[config.mk]
export PLATFORM = sky130hd
export DESIGN_NAME = dbus_arbiter
export DESIGN_NICKNAME = d
export VERILOG_FILES = /design/src/rtl/dbus_arbiter_pkg.sv /design/src/rtl/dbus_arbiter_select.sv /design/src/rtl/dbus_arbiter.sv
export SDC_FILE = /design/constraint.sdc
export NUM_CORES = 1
export LEC_CHECK = 0
export ABC_AREA = 0
export CAP_MARGIN = 15
export CORE_AREA = 4 4 124 126
export DETAILED_ROUTE_END_ITERATION = 12
export DIE_AREA = 0 0 128 130
export SLEW_MARGIN = 20
export SYNTH_ARGS = -nofsm -noshare
export SYNTH_HDL_FRONTEND = slang
export SYNTH_HIERARCHICAL = 1
export SYNTH_SLANG_ARGS = --single-unit
[constraint.sdc]
create_clock -name clk -period 2.3 [get_ports clk]
set_clock_uncertainty 0.15 [all_clocks]
set_input_delay 0.345 -clock clk [delete_from_list [all_inputs] [get_ports clk]]
set_output_delay 0.345 -clock clk [all_outputs]
set_load 0.01 [all_outputs]
[src/rtl/dbus_arbiter_pkg.sv]
// Shared types for the data-bus arbiter: bus request/response structs,
// arbiter FSM states and port indices.
package dbus_arbiter_pkg;

    typedef struct packed {
        logic        valid;
        logic [31:0] addr;
        logic [2:0]  size;
        logic [3:0]  strobe;
        logic [31:0] data;
    } dbus_req_t;

    typedef struct packed {
        logic        addr_ok;
        logic        data_ok;
        logic [31:0] data;
    } dbus_resp_t;

    typedef enum logic [1:0] {
        ST_IDLE = 2'd0,
        ST_ADDR = 2'd1,
        ST_DATA = 2'd2
    } dbus_arb_state_t;

    localparam logic PORT_0 = 1'b0;
    localparam logic PORT_1 = 1'b1;

endpackage

[src/rtl/dbus_arbiter_select.sv]
// Two-way priority picker: round-robin against the last grant, or fixed
// priority to port 0.
module dbus_arbiter_select
    import dbus_arbiter_pkg::*;
#(
    parameter bit ROUND_ROBIN = 1'b1
) (
    input  logic valid_0,
    input  logic valid_1,
    input  logic last_grant,
    output logic winner
);

    always_comb begin
        winner = PORT_0;
        if (valid_0 && valid_1) begin
            winner = ROUND_ROBIN ? ~last_grant : PORT_0;
        end else if (valid_1) begin
            winner = PORT_1;
        end
    end

endmodule

[src/rtl/dbus_arbiter.sv]
// Shares one data-bus channel between the Memory stage (port 0) and a
// secondary master (port 1), one outstanding transaction at a time.
module dbus_arbiter
    import dbus_arbiter_pkg::*;
#(
    parameter bit ROUND_ROBIN = 1'b1
) (
    input  logic       clk,
    input  logic       reset,
    input  dbus_req_t  dreq_0,
    output dbus_resp_t dresp_0,
    input  dbus_req_t  dreq_1,
    output dbus_resp_t dresp_1,
    output dbus_req_t  dreq,
    input  dbus_resp_t dresp,
    output logic       busy,
    output logic       owner
);

    dbus_arb_state_t state_q, state_d;
    logic            owner_q, owner_d;
    logic            last_grant_q, last_grant_d;

    logic      winner;
    logic      sel;
    logic      fwd_valid;
    logic      route;
    dbus_req_t sel_req;

    dbus_arbiter_select #(
        .ROUND_ROBIN (ROUND_ROBIN)
    ) u_select (
        .valid_0    (dreq_0.valid),
        .valid_1    (dreq_1.valid),
        .last_grant (last_grant_q),
        .winner     (winner)
    );

    always_comb begin
        state_d      = state_q;
        owner_d      = owner_q;
        last_grant_d = last_grant_q;
        sel          = owner_q;
        fwd_valid    = 1'b0;
        route        = 1'b0;

        unique case (state_q)
            ST_IDLE: begin
                sel = winner;
                if (dreq_0.valid || dreq_1.valid) begin
                    fwd_valid = 1'b1;
                    route     = 1'b1;
                    owner_d   = winner;
                    if (dresp.addr_ok && dresp.data_ok) begin
                        last_grant_d = winner;
                    end else if (dresp.addr_ok) begin
                        state_d = ST_DATA;
                    end else begin
                        state_d = ST_ADDR;
                    end
                end
            end
            ST_ADDR: begin
                route = 1'b1;
                // Owner dropping valid is a cancel; last_grant keeps its value.
                if (!sel_req.valid) begin
                    state_d = ST_IDLE;
                end else begin
                    fwd_valid = 1'b1;
                    if (dresp.addr_ok && dresp.data_ok) begin
                        state_d      = ST_IDLE;
                        last_grant_d = owner_q;
                    end else if (dresp.addr_ok) begin
                        state_d = ST_DATA;
                    end
                end
            end
            ST_DATA: begin
                route = 1'b1;
                if (dresp.data_ok) begin
                    state_d      = ST_IDLE;
                    last_grant_d = owner_q;
                end
            end
            default: begin
                state_d = ST_IDLE;
            end
        endcase
    end

    assign sel_req = sel ? dreq_1 : dreq_0;

    always_comb begin
        dreq       = sel_req;
        dreq.valid = fwd_valid;
        dresp_0    = '0;
        dresp_1    = '0;
        if (route) begin
            if (sel) begin
                dresp_1 = dresp;
            end else begin
                dresp_0 = dresp;
            end
        end
        if (reset) begin
            dreq    = '0;
            dresp_0 = '0;
            dresp_1 = '0;
        end
    end

    always_ff @(posedge clk) begin
        if (reset) begin
            state_q      <= ST_IDLE;
            owner_q      <= PORT_0;
            last_grant_q <= PORT_1;
        end else begin
            state_q      <= state_d;
            owner_q      <= owner_d;
            last_grant_q <= last_grant_d;
        end
    end

    assign busy  = (state_q != ST_IDLE);
    assign owner = owner_q;

endmodule

Word-level counts from Yosys, hierarchy flattened
Cells that the tools add are included.
{"block": "op_classes", "n_lt_le_gt_ge": 0, "addsub": 0, "multipliers": 0, "n_eq_ne": 9, "shifts": 0, "mux": 29, "bitwise_logic": 1, "div": 0, "n_reduce_logical": 10}
{"op": "34-bit two-way mux", "count": 6}
{"op": "72-bit two-way mux", "count": 2}
{"op": "2-bit two-way mux", "count": 7}
{"op": "2-bit != test, second input constant", "count": 6}
{"op": "1-bit two-way mux", "count": 10}
{"op": "2-bit case mux with 3 select lines", "count": 1}
{"op": "6-bit AND reduction", "count": 1}
{"op": "4-bit != test, second input constant", "count": 1}
{"op": "1-bit case mux with 2 select lines", "count": 2}
{"op": "4-bit AND reduction", "count": 1}
{"op": "1-bit case mux with 3 select lines", "count": 1}
{"op": "3-bit nonzero test", "count": 1}
{"op": "2-bit by 1-bit equality test with 1-bit output, second input constant", "count": 1}
{"op": "2-bit equality test, second input constant", "count": 1}
{"op": "1-bit logical AND", "count": 2}
{"op": "2-bit zero test", "count": 1}
{"op": "2-bit AND reduction", "count": 1}
{"op": "2-bit nonzero test", "count": 1}
{"op": "2-bit OR reduction", "count": 1}
{"op": "1-bit logical OR", "count": 1}
{"op": "1-bit NOT", "count": 1}
{"block": "totals", "rom_bits": 0, "output_inout_bits": 142, "ff_bits": 4, "mem_bits_rw": 0, "elab_cells": 52, "n_memories": 0, "inputBits": 180, "latchBits": 0}

Logic depth before layout (Yosys ltp)
{"block": "depth", "depth_word": 7, "depth_mapped": 8, "ltp_nobuf": 6}

Hierarchy
The synthesis kept the hierarchy.
{"mod": "dbus_arbiter", "seq_area_each_um2": 80.1, "area_per_inst_um2": 1921.8, "cells_per_inst": 396, "instances": 1}
{"mod": "dbus_arbiter_select", "seq_area_each_um2": 0.0, "area_per_inst_um2": 11.3, "cells_per_inst": 1, "instances": 1}

Worst setup path after synthesis
No wires, ideal clock.
{"block": "synth_path", "path_kind": "register to output", "startpoint": "reg state_q[0]", "endpoint": "out dreq[10] in the netlist's numbering", "n_path_buf": 3, "t_arrival_ns": 1.683, "path_stages_with_launch": 9, "required_time_ns": 1.805, "setup_slack_ns": 0.122, "path_cell_list": "dfxtp_1 -> inv_1 -> ha_1 -> buf_6 -> mux2_2 -> buf_2 -> clkbuf_1 -> nand2_1 -> a21oi_1"}
{"element": "start, declared", "line_no": "dbus_arbiter.sv:20", "source": "dbus_arb_state_t state_q, state_d;"}
{"element": "start signal, assigned", "line_no": "dbus_arbiter.sv:118", "source": "state_q <= state_d;"}
{"element": "end, declared", "line_no": "dbus_arbiter.sv:14", "source": "output dbus_req_t dreq,"}

==> metrics.md <==
| Metric | Value |
|---|---|
| Largest net degree at the start of global routing | `47` |
| Vias | `3917` |
| CP max stage delay | `0.31 ns` |
| Clk Latency, worst-skew pair | `between 0.2 and 0.25 ns` |
| F_max | `between 400 and 500 MHz` |
| Initial DRT Pass Iterations | `4` |
| Critical Path Fanout Max | `15` |
| Total Nets Final | `around 900` |
| Die height | `~130 um` |
| Layout cell share with drive strength beyond 1 | `0.386` |
| Placed Area | `~0.0055 sq mm` |
| CP Capture Type | `output pin` |
| Drc violations | `0` |
| Cts bufs inserted | `3` |
| FF-to-FF path depth | `10` |
| Root buffer cell | `clkbuf_16` |
| Fin. Hold Viols | `0` |
| Post-route cell area | `0.00592 sq mm` |
| Hold Path Cell Cnt | `2` |
| Peak supply drop | `~0.22 mV` |
| Final WS setup | `-0.0642 ns` |
| CTS Sinks | `4` |
| Yosys cell types | `28` |
| CP cell instances | `inv_2 > ha_4 > mux2i_4 > buf_4 > bufbuf_16 > nand2_1 > a21oi_1 > buf_2` |
| Ant diodes | `0` |
| Total grt overflow | `0` |
| Final Setup Violations | `23` |
| H-tree levels | `1` |
| Outcome | `finished, violations left` |
| Worst slew pin tran | `around 0.34 ns` |
| Period minus WS final | `2.36 ns` |
| Max_cap viols | `0` |
| Slew HR | `0.774` |
| Max-slew violations | `0` |
| Initial core utilization | `0.135` |
| Aggregate negative setup slack | `-0.345 ns` |
| Arr. time, crit path | `about 1.9 ns` |
| Synthesized flop and latch total | `4` |
| Vias per cell | `between 4 and 5` |
| Final hold slack | `0.393 ns` |
| Hpwl dp | `10700 um` |
| P_leak | `around 2.7 nW` |
| Seq/Total Area, Yosys | `0.0414` |
| Drt total wl | `15000 um` |
| Syn Inst Count | `397` |
| Placer Congestion | `about 0.79` |
| Non-Filler Instances | `just over 900` |
| Critical Path RT | `~1.8 ns` |
| Post-Syn Area | `slightly below 0.002 sq mm` |
| Width of the die | `around 130 um` |
| Syn avg cell area | `between 4 and 5 sq um` |
| Kind of critical path | `reg2out` |
| Routed Antenna Nets | `0` |
| Buffers added on ports | `between 300 and 400` |
| Core area | `0.0143 sq mm` |
| CTS clk-pin slew, worst paths | `~0.030 ns` |
| TritonCTS clock tree | `done` |
| RSZ-0062 raised after global routing | `true` |
| Layout Area Growth over Synthesis | `206%` |
| Syn Nets | `between 500 and 600` |
| Antenna violations before repair | `0` |
| Fillers | `around 1600` |
| HP Class | `reg2reg` |
| CP max-delay cell | `dfxtp_2` |
| YS warnings | `6` |
| Final period util | `1.03` |
| Die footprint | `roughly 0.017 sq mm` |
| First-pass GRT wire length | `about 20000 um` |
| DRT iter0 DRCs | `98` |
| Placed Instances | `between 800 and 900` |
| Routed wire per std cell | `between 15 and 20 um` |
| Clk buf depth | `2` |
| Gr usage total | `0.155` |
| Worst slack at placement | `-0.678 ns` |
| Power Density | `~490 mW/mm^2` |
| Vias in the first global route | `3898` |
| Failing checks | `setup timing` |
| FP Rows | `44` |
| Num ports | `322` |
| Type of origin of the critical path | `flip-flop` |
## metal layers
metal | global-route usage | vias up | share of wire
met5 | 0 | - | 0
met4 | 0.0119 | 0 | 0.0021
met3 | 0.0528 | 7 | 0.096
met2 | 0.292 | 201 | 0.51
met1 | 0.175 | 1755 | 0.39
li1 | - | 1954 | -
## flip-flops by register name, summed over array words and instances (netlist names)
name / cells
last_grant_q: 1
state_q: 2
owner: 1
## synth_stat cells, drive strengths merged
cell	instances	area share
a31o	1	0.0045
nor3	1	0.0026
nor2	71	0.14
o21ai	1	0.0026
a211oi	3	0.014
inv	5	0.0097
dfxtp	4	0.041
mux2	3	0.019
and2	1	0.0032
nor2b	1	0.0032
nand2	145	0.28
a2111oi	1	0.0078
nand2b	34	0.11
clkbuf	26	0.050
buf	9	0.030
mux2i	4	0.027
a22oi	1	0.0039
o2bb2ai	1	0.0045
a21boi	1	0.0058
ha	4	0.026
a21oi	76	0.20
nand3b	2	0.0078
a21o	1	0.0045
a211o	1	0.0052
## kinds of logic (layout without fill, tap and decap cells)
group                    Yosys count  count (layout)  synth area share
flip-flops                         4               4            0.0414
multiplexers                       7               7            0.0466
AO/OA/AOI/OAI                     87              87             0.250
adder cells (fa/ha/maj)            4               4            0.0259
buffers and inverters             40             379            0.0900
AND/OR/NAND/NOR                  255             255             0.546
## critical path: cells and delay by family (launching register included)
kind | cells | cell delay (ns)
AOI/OAI and AO/OA | 1 | 0.16
muxes | 1 | 0.25
and+or+nand+nor | 1 | 0.08
buffers and inverters | 4 | 0.66
adders and majority gates | 1 | 0.18
DFF | 1 | 0.31
## path summary, 6_finish.rpt
path / endpoint / from / slack [ns]
worst max-delay path: dreq[20] / state_q[0] / -0.06
worst min-delay path: last_grant_q / last_grant_q / 0.39
worst max register to register: last_grant_q / state_q[0] / 0.05
worst min register to register: last_grant_q / last_grant_q / 0.39
## final cells by class
type | count | area, sq um | share of cell area
Clock buffer | 3 | 75.1 | 0.0127
Inverter | 5 | 18.8 | 0.00317
Multi-Input combinational cell | 353 | 2070 | 0.349
Sequential cell | 4 | 82.6 | 0.0140
Tap cell | 184 | 230 | 0.0389
Timing Repair Buffer | 371 | 3440 | 0.582
## repair_timing
action	CTS	global route
resized for setup	500	133
pin swaps	5	41
hold endpoints to repair	0	0
hold buffers	0	0
buffers inserted	8	2
setup endpoints to repair	141	127
cloned	9	4
## power by group
group / leakage, nW / internal [mW] / switching, mW
sequential: 0.0337 / 0.0851 / 0.0113
combinational: 2.62 / 1.30 / 1.22
clock: 0.0370 / 0.222 / 0.0454
## metrics by stage
stage | util | power, mW
after floorplan | - | 0.968
after global routing | 0.413 | 3.09
after CTS | 0.393 | 2.66
after global placement | 0.386 | 2.16
final | 0.413 | 2.88
after detailed placement | 0.386 | 2.16
## placed cells by master, fill, tap and decap left out, types with 3 or more instances in the layout
cell / netlist / layout
a21oi_1: 76 / 48
a21oi_2: 0 / 27
buf_12: 0 / 11
buf_16: 0 / 6
buf_2: 7 / 87
buf_4: 0 / 26
clkbuf_16: 0 / 7
clkbuf_2: 0 / 20
clkdlybuf4s15_1: 0 / 6
clkdlybuf4s15_2: 0 / 25
clkdlybuf4s50_1: 0 / 178
dlygate4sd2_1: 0 / 4
ha_1: 4 / 3
inv_1: 5 / 3
mux2i_1: 3 / 3
nand2_1: 145 / 98
nand2_2: 0 / 24
nand2_4: 0 / 23
nand2b_1: 34 / 34
nor2_1: 71 / 63
nor2_2: 0 / 8
No activity file was read; power rests on OpenSTA's default activity.
==> RTL edit: new RTL, same flow settings <==
`ROUND_ROBIN` is set to 1'b1 in 2 places; all go to 1'b0.
--- a/src/rtl/dbus_arbiter_select.sv
+++ b/src/rtl/dbus_arbiter_select.sv
@@ -3,7 +3,7 @@
 module dbus_arbiter_select
     import dbus_arbiter_pkg::*;
 #(
-    parameter bit ROUND_ROBIN = 1'b1
+    parameter bit ROUND_ROBIN = 1'b0
 ) (
     input  logic valid_0,
     input  logic valid_1,
--- a/src/rtl/dbus_arbiter.sv
+++ b/src/rtl/dbus_arbiter.sv
@@ -3,7 +3,7 @@
 module dbus_arbiter
     import dbus_arbiter_pkg::*;
 #(
-    parameter bit ROUND_ROBIN = 1'b1
+    parameter bit ROUND_ROBIN = 1'b0
 ) (
     input  logic       clk,
     input  logic       reset,
Formal check against the unedited RTL: not equivalent (Yosys sat finds a counterexample within 4 cycles, from zero or initial values and one cycle with reset high).
==> RTL edit against the original RTL <==
- the run still ends with setup timing left
- global-route usage fell by 0.18 points
- wire length fell by 4.5%
- utilization fell by 0.12 points
- area after synthesis fell by 3.5%
- total power fell by 16%
- design area fell by 0.30%
- setup slack got worse by 0.081 ns
- sequential cell count fell by 1
- largest cell class unchanged
- highest routed layer unchanged
==> RTL edit: results <==
export IMPL_status="finished with violations"
export IMPL_violations="setup timing"
export IMPL_cp_arrival_ns=1.95
export IMPL_drive_above_1_share=0.389
export IMPL_n_all_buffers=394
export IMPL_grt_util_met2=0.287
export IMPL_met1_usage=0.173
export IMPL_worst_slack_ns=-0.145
export IMPL_ir_worst_vdd_mv=0.198
export IMPL_setup_viol=60
export IMPL_cts_sinks=3
export IMPL_met3_usage=0.0499
export IMPL_grt_usage=0.153
export IMPL_worst_hold_slack_ns=0.492
export IMPL_wl_met2_mm=7.37
export IMPL_seq_share=0.0106
export IMPL_internal_power_mw=1.45
export IMPL_num_multi_input_gates=347
export IMPL_grt_pass1_vias=3740
export IMPL_crit_fanout=7
export IMPL_finalPower_mw=2.42
export IMPL_tns_ns=-4.18
export IMPL_critPathMaxStageDelay_ns=0.34
export IMPL_via_per_inst=4.13
export IMPL_avgRoutedWirePerCell_um=15.3
export IMPL_multiInputGateArea_um2=1900
-- RTL edit: path summary, 6_finish.rpt --
check / from / to / cells past startpoint
min: reset / owner$_SDFFE_PP0P_ / 3
max: state_q[0]$_SDFFE_PP0P_ / dreq[8] / 10
min reg2reg: state_q[1]$_SDFFE_PP0P_ / state_q[1]$_SDFFE_PP0P_ / 3
max reg2reg: state_q[1]$_SDFFE_PP0P_ / state_q[0]$_SDFFE_PP0P_ / 9
-- RTL edit: what timing repair did --
action                                  in CTS  in global routing
buffers inserted                            19                  3
endpoints found under the setup margin     140                133
resized for setup                          597                 63
gates cloned                                 6                  2
pin swaps                                   16                 13
-- RTL edit: metrics by stage --
stage               worst slack [ns]  instance area (µm²)
floorplan                      0.122                 1870
global placement              -0.676                 5610
detailed placement            -0.640                 5610
CTS                           -0.120                 5720
global route                  -0.222                 5900
finish                        -0.145                 5900
-- RTL edit: tightest hold or removal path, cell delays in order --
cell    delay, ns
buf_4        0.16
buf_12       0.19
nor2_1       0.12
